--- src/rtl/mux_clock_display.sv ---
// HH:MM:SS timekeeper with push-button setting and a
// 4-digit multiplexed 7-segment driver, clock-enable timed.
module mux_clock_display_deb #(
  parameter int DEB_CYCLES = 1_000_000
) (
  input  logic clk,
  input  logic rst,
  input  logic btn,
  output logic press
);

  localparam int DW = (DEB_CYCLES > 1) ? $clog2(DEB_CYCLES + 1) : 1;
  localparam logic [DW-1:0] CNT_LAST = DW'(DEB_CYCLES - 1);

  logic [1:0]    sync;
  logic          level;
  logic [DW-1:0] cnt;
  logic          accept;

  assign accept = (sync[1] != level) && (cnt == CNT_LAST);
  assign press  = accept && sync[1];

  // synchronise the raw pin, then accept a level after a stable run
  always_ff @(posedge clk or posedge rst) begin
    if (rst) begin
      sync  <= 2'b00;
      level <= 1'b0;
      cnt   <= '0;
    end else begin
      sync <= {sync[0], btn};
      if (sync[1] == level) begin
        cnt <= '0;
      end else if (accept) begin
        level <= sync[1];
        cnt   <= '0;
      end else begin
        cnt <= cnt + 1'b1;
      end
    end
  end

endmodule

module mux_clock_display #(
  parameter int CLK_HZ     = 50_000_000,
  parameter int SCAN_HZ    = 1000,
  parameter int DEB_CYCLES = 1_000_000,
  parameter bit SHOW_HOURS = 1'b1
) (
  input  logic        CLOCK_50,
  input  logic        RESET,
  input  logic        btn_mode,
  input  logic        btn_inc,
  output logic [6:0]  catodes,
  output logic [3:0]  digits,
  output logic        secondsPoint,
  output logic [23:0] time_bcd,
  output logic        sec_tick
);

  localparam int HALF = CLK_HZ / 2;
  localparam int SCAN = CLK_HZ / SCAN_HZ;
  localparam int HW   = (HALF > 1) ? $clog2(HALF) : 1;
  localparam int SW   = (SCAN > 1) ? $clog2(SCAN) : 1;
  localparam logic [HW-1:0] HALF_LAST = HW'(HALF - 1);
  localparam logic [SW-1:0] SCAN_LAST = SW'(SCAN - 1);

  localparam logic [1:0] ST_RUN    = 2'd0;
  localparam logic [1:0] ST_SET_HI = 2'd1;
  localparam logic [1:0] ST_SET_LO = 2'd2;

  logic [HW-1:0] half_cnt;
  logic [SW-1:0] scan_cnt;
  logic          half_tick;
  logic          scan_tick;

  logic [1:0] state;
  logic       blink;
  logic       mode_p;
  logic       inc_p;
  logic       inc_apply;
  logic       run_adv;
  logic       run_entry;

  logic [7:0] hh;
  logic [7:0] mm;
  logic [7:0] ss;
  logic [7:0] hh_n;
  logic [7:0] mm_n;
  logic [7:0] ss_n;
  logic [7:0] hi_inc;
  logic [7:0] lo_inc;

  logic [1:0]  digit_idx;
  logic [1:0]  next_idx;
  logic [15:0] disp;
  logic [3:0]  nib;
  logic        blank;

  function automatic logic [7:0] inc_60(input logic [7:0] v);
    if (v[3:0] == 4'd9) begin
      if (v[7:4] == 4'd5) return 8'h00;
      return {v[7:4] + 4'd1, 4'd0};
    end
    return {v[7:4], v[3:0] + 4'd1};
  endfunction

  function automatic logic [7:0] inc_24(input logic [7:0] v);
    if (v == 8'h23) return 8'h00;
    if (v[3:0] == 4'd9) return {v[7:4] + 4'd1, 4'd0};
    return {v[7:4], v[3:0] + 4'd1};
  endfunction

  function automatic logic [6:0] glyph(input logic [3:0] d);
    case (d)
      4'd0:    return 7'h08;
      4'd1:    return 7'h6E;
      4'd2:    return 7'h12;
      4'd3:    return 7'h42;
      4'd4:    return 7'h64;
      4'd5:    return 7'h41;
      4'd6:    return 7'h01;
      4'd7:    return 7'h6A;
      4'd8:    return 7'h00;
      4'd9:    return 7'h40;
      default: return 7'h7F;
    endcase
  endfunction

  mux_clock_display_deb #(.DEB_CYCLES(DEB_CYCLES)) u_deb_mode (
    .clk   (CLOCK_50),
    .rst   (RESET),
    .btn   (btn_mode),
    .press (mode_p)
  );

  mux_clock_display_deb #(.DEB_CYCLES(DEB_CYCLES)) u_deb_inc (
    .clk   (CLOCK_50),
    .rst   (RESET),
    .btn   (btn_inc),
    .press (inc_p)
  );

  assign half_tick = (half_cnt == HALF_LAST);
  assign scan_tick = (scan_cnt == SCAN_LAST);
  assign run_adv   = (state == ST_RUN) && half_tick && secondsPoint;
  assign run_entry = (state == ST_SET_LO) && mode_p;
  assign inc_apply = inc_p && !mode_p && (state != ST_RUN);

  assign time_bcd = {hh, mm, ss};

  // one-second cascade; a carry ripples only out of a 59
  always_comb begin
    ss_n = inc_60(ss);
    mm_n = mm;
    hh_n = hh;
    if (ss == 8'h59) begin
      mm_n = inc_60(mm);
      if (mm == 8'h59) hh_n = inc_24(hh);
    end
  end

  // edited-field increments, no carry between fields
  always_comb begin
    hi_inc = SHOW_HOURS ? inc_24(hh) : inc_60(mm);
    lo_inc = SHOW_HOURS ? inc_60(mm) : inc_60(ss);
  end

  // half-second and scan prescalers; RUN entry restarts the second
  always_ff @(posedge CLOCK_50 or posedge RESET) begin
    if (RESET) begin
      half_cnt <= '0;
      scan_cnt <= '0;
    end else begin
      if (half_tick || run_entry) half_cnt <= '0;
      else half_cnt <= half_cnt + 1'b1;
      if (scan_tick) scan_cnt <= '0;
      else scan_cnt <= scan_cnt + 1'b1;
    end
  end

  // mode FSM, colon, second pulse and blink phase
  always_ff @(posedge CLOCK_50 or posedge RESET) begin
    if (RESET) begin
      state        <= ST_RUN;
      secondsPoint <= 1'b0;
      sec_tick     <= 1'b0;
      blink        <= 1'b0;
    end else begin
      sec_tick <= run_adv;
      if (inc_apply) blink <= 1'b0;
      else if (half_tick) blink <= ~blink;
      case (state)
        ST_RUN: begin
          if (half_tick) secondsPoint <= ~secondsPoint;
          if (mode_p) state <= ST_SET_HI;
        end
        ST_SET_HI: begin
          secondsPoint <= 1'b1;
          if (mode_p) state <= ST_SET_LO;
        end
        ST_SET_LO: begin
          secondsPoint <= 1'b1;
          if (mode_p) begin
            state        <= ST_RUN;
            secondsPoint <= 1'b0;
          end
        end
        default: begin
          state        <= ST_RUN;
          secondsPoint <= 1'b0;
        end
      endcase
    end
  end

  // BCD time: running advance, field edits, seconds clear on RUN entry
  always_ff @(posedge CLOCK_50 or posedge RESET) begin
    if (RESET) begin
      hh <= 8'h00;
      mm <= 8'h00;
      ss <= 8'h00;
    end else if (run_adv) begin
      hh <= hh_n;
      mm <= mm_n;
      ss <= ss_n;
    end else if (inc_apply && state == ST_SET_HI) begin
      if (SHOW_HOURS) hh <= hi_inc;
      else mm <= hi_inc;
    end else if (inc_apply && state == ST_SET_LO) begin
      if (SHOW_HOURS) mm <= lo_inc;
      else ss <= lo_inc;
    end else if (run_entry && SHOW_HOURS) begin
      ss <= 8'h00;
    end
  end

  assign next_idx = digit_idx + 2'd1;
  assign disp     = SHOW_HOURS ? {hh, mm} : {mm, ss};
  assign nib      = disp[{next_idx, 2'b00} +: 4];

  // the edited field blanks while blink is high
  always_comb begin
    blank = 1'b0;
    unique case (1'b1)
      state == ST_SET_HI: blank = blink && next_idx[1];
      state == ST_SET_LO: blank = blink && !next_idx[1];
      default:            blank = 1'b0;
    endcase
  end

  // digit rotation with the glyph registered alongside it
  always_ff @(posedge CLOCK_50 or posedge RESET) begin
    if (RESET) begin
      digit_idx <= 2'd0;
      digits    <= 4'b1110;
      catodes   <= 7'h7F;
    end else if (scan_tick) begin
      digit_idx <= next_idx;
      digits    <= {digits[2:0], digits[3]};
      catodes   <= blank ? 7'h7F : glyph(nib);
    end
  end

endmodule

--- config.mk ---
export PLATFORM = sky130hd
export DESIGN_NAME = mux_clock_display
export DESIGN_NICKNAME = d
export VERILOG_FILES = /design/src/rtl/mux_clock_display.sv
export SDC_FILE = /design/constraint.sdc
export NUM_CORES = 1
export LEC_CHECK = 0
export CAP_MARGIN = 5
export CORE_ASPECT_RATIO = 1.25
export CORE_MARGIN = 4
export CORE_UTILIZATION = 45
export DETAILED_ROUTE_END_ITERATION = 8
export PLACE_DENSITY = 0.6
export SYNTH_ARGS = -nofsm -noshare
export SYNTH_HDL_FRONTEND = slang
export SYNTH_SLANG_ARGS = --single-unit
--- constraint.sdc ---
create_clock -name CLOCK_50 -period 8.6 [get_ports CLOCK_50]
set_input_delay 1.72 -clock CLOCK_50 [delete_from_list [all_inputs] [get_ports CLOCK_50]]
set_output_delay 1.72 -clock CLOCK_50 [all_outputs]
set_load 0.02 [all_outputs]
==> qor.txt <==
Status: complete, no violations
HPWL Detailed: 9.81 mm
CP required: 6.88 ns
Slew @ Worst Pin: 0.889 ns
Crit-path max cell delay: 0.67 ns
TritonCTS Buffers: 17
IO Count: 41
Post-synth EDFFs: 0
Syn nets: 710
Unrepaired setup endpoints after global routing: no
Max-Cap Viols: 0
CP Capture Type: output port
Clock root cell: clkbuf_16
Yosys reg bits: 129
Vias: 5075
Layout Nets: 752
CP arrival: 1.58 ns
Hold Crit Depth: 0
Syn Std Cell Area: 6730 um2
Max-slew headroom: 40.7%
Final min period: 3.30 ns
Final core utilization: 54.2%
Largest net degree at the start of global routing: 66
Clock latency on the worst-skew pair: 0.42 ns
P_leak: 3.30 nW
First-pass GRT wire length: 25.0 mm
Crit path max-delay family: buffers and inverters
Setup TNS: 0 ns
Rows: 49
Clock Skew: 0.00828 ns
Peak VDD IR: 130 uV
Worst setup margin: 5.30 ns
Die Area: 17000 um2
Cell area after layout: 7880 um2
Area leader, netlist: dfrtp_1
Antenna cells: 0
CP cell instances: clkdlybuf4s50_1
Pwr Density: 171 nW/um2
Library cells used by synthesis: 57
Fin. Hold Viols: 0
Placed Cells: 883
Port Buf Inserts: 40
Routed wire length: 14.1 mm
Setup CP Type: reg2out
GRT Resource Usage Total: 18.0%
Buf/Inv on CP: 1
Crit path launch type: flip-flop
Synth Flop Type: dfrtp_1
Initial antenna violation count: 0
Critical-path top delay cell: clkdlybuf4s50_1
H-tree Lvls: 4
Number of remaining DRC errors: 0
Setup Fix Bufs, Post-CTS: 0
Core Area: 14500 um2
Tcrit/Tclk final: 38.3%
Final setup violation count: 0
DR WL/cell: 15.5 um
Initial DRC count: 298
Max Freq: 303 MHz
Area contributors post-synth: dfrtp_1 (44%), xnor2_1 (6.2%), nor2_1 (5.8%)
Most numerous cell in the Yosys netlist: dfrtp_1
Post-CTS Hold Fix Bufs: 0
Place WS: 4.87 ns
Fillers: 1320
# resized after CTS: 0
CTS tree: built
Gate Count Post-Synth: 682
Hold Crit Class: reg2reg
Mean Syn Cell Area: 9.87 um2
Worst-path fanout max: 8
Reg clk slew, reported paths: 0.06 ns
Top post-synthesis cells by count: dfrtp_1 (119), nor2_1 (104), xnor2_1 (48), nand2_1 (42), nand3_1 (40)
FF-to-FF path depth: 5
Die width: 117 um
Async set or reset register ratio after synthesis: 100%
Hold WS: 0.349 ns
Starting density of the core: 46.3%
Clk buf depth: 2
Gpl congestion: 0.789
Via density: 5.55
Layout area overhead: 17.0%
Vias in the first global route: 5228
Final cell count without fillers: 914
CP Depth: 1
Post-synth top area share: 44.2%
GRT Residual Overflow: 0
Post-synthesis sequential area ratio: 48.1%
Drt pass-1 iters: 4
Total power: 1.35 mW
Synth Warn #: 0
CTS sink count: 129
Final ANT Viol Nets: 0
Placed Area: 7290 um2
Die height: 145 um
Max Slew Vio Count: 0
Layout cells sized above 1: 8.56%
[cell type report]
| type | count | area [um2] | share of cell area (%) |
|---|---|---|---|
| clock buffer | 26 | 509 | 6.46 |
| multi-input combinational | 501 | 3290 | 41.7 |
| sequential | 129 | 3240 | 41.1 |
| inverter | 33 | 126 | 1.60 |
| clock inverter | 5 | 75.1 | 0.953 |
| tap | 178 | 223 | 2.83 |
| timing repair buffer | 42 | 415 | 5.27 |
[flip-flops by register name, indices dropped and copies added (netlist names), 7 cells and up]
name and count:
catodes 7, u_deb_inc.cnt 20, mm 8, u_deb_mode.cnt 20, ss 8, half_cnt 25, hh 8, scan_cnt 16
[cells by family (layout without fill, tap and decap cells)]
| group | after synthesis | count (layout) | share of synthesized area [%] |
|---|---|---|---|
| AND/OR/NAND/NOR | 305 | 305 | 23.3 |
| flip-flops | 129 | 129 | 48.1 |
| XOR/XNOR | 78 | 78 | 10.1 |
| AO/OA/AOI/OAI | 72 | 72 | 6.84 |
| buffers and inverters | 52 | 106 | 3.03 |
| adder cells (fa/ha/maj) | 24 | 24 | 4.46 |
| multiplexers | 22 | 22 | 4.07 |
[worst paths after layout]
path | slack [ns] | start | end
setup / recovery | 5.30 | mm[2]$_DFFE_PP0P_ | time_bcd[10]
hold / removal | 0.35 | u_deb_mode.sync[0]$_DFF_PP0_ | u_deb_mode.sync[1]$_DFF_PP0_
setup reg to reg | 5.64 | half_cnt[9]$_DFF_PP0_ | half_cnt[6]$_DFF_PP0_
hold reg to reg | 0.35 | u_deb_mode.sync[0]$_DFF_PP0_ | u_deb_mode.sync[1]$_DFF_PP0_
max in group asynchronous | 5.44 | RESET | u_deb_mode.cnt[11]$_DFF_PP0_
min in group asynchronous | 1.83 | RESET | scan_cnt[14]$_DFF_PP0_
[placed cells by master (no fill, tap or decap), types with 4 or more instances in the layout]
cell type        instances
ha_1                    24
dfrtp_1                119
and4_1                  13
nor4_1                  15
nand4_1                 18
xnor2_1                 48
dfstp_2                 10
o21ai_0                 26
nand2_1                 42
clkbuf_16               17
xor2_1                  30
nand3_1                 40
nor3_1                  20
inv_1                   32
nor4b_1                  6
nor2_1                 104
and3_1                  15
clkbuf_8                 5
nor2b_1                  6
mux2_2                  11
nor4bb_1                 5
mux2i_1                  6
clkdlybuf4s50_1         40
or3_1                    4
clkbuf_1                 4
a21oi_1                 19
[power breakdown]
| part | internal (mW) | leakage [nW] | switching (mW) |
|---|---|---|---|
| Combinational | 0.00438 | 1.29 | 0.0168 |
| Sequential | 0.611 | 1.72 | 0.00301 |
| Clock | 0.462 | 0.290 | 0.250 |
| Total | 1.08 | 3.30 | 0.270 |
[worst reg2reg max path: stages (launching register included)]
cell     delay (ns)
dfrtp_1        0.42
nor4b_1        0.45
nand4_1        0.35
nor3_1         0.70
a41o_1         0.75
nor2_1         0.14
[metal layers]
| metal | part of all wire, % | up-vias | GRT usage, % |
|---|---|---|---|
| met3 | 3.0 | 17 | 4.74 |
| met5 | 0 | - | 0 |
| met1 | 45 | 2512 | 21.3 |
| met2 | 51 | 75 | 31.7 |
| li1 | - | 2471 | - |
| met4 | 1.7 | 0 | 6.92 |
Note: power is estimated with default switching activity, not from simulation.
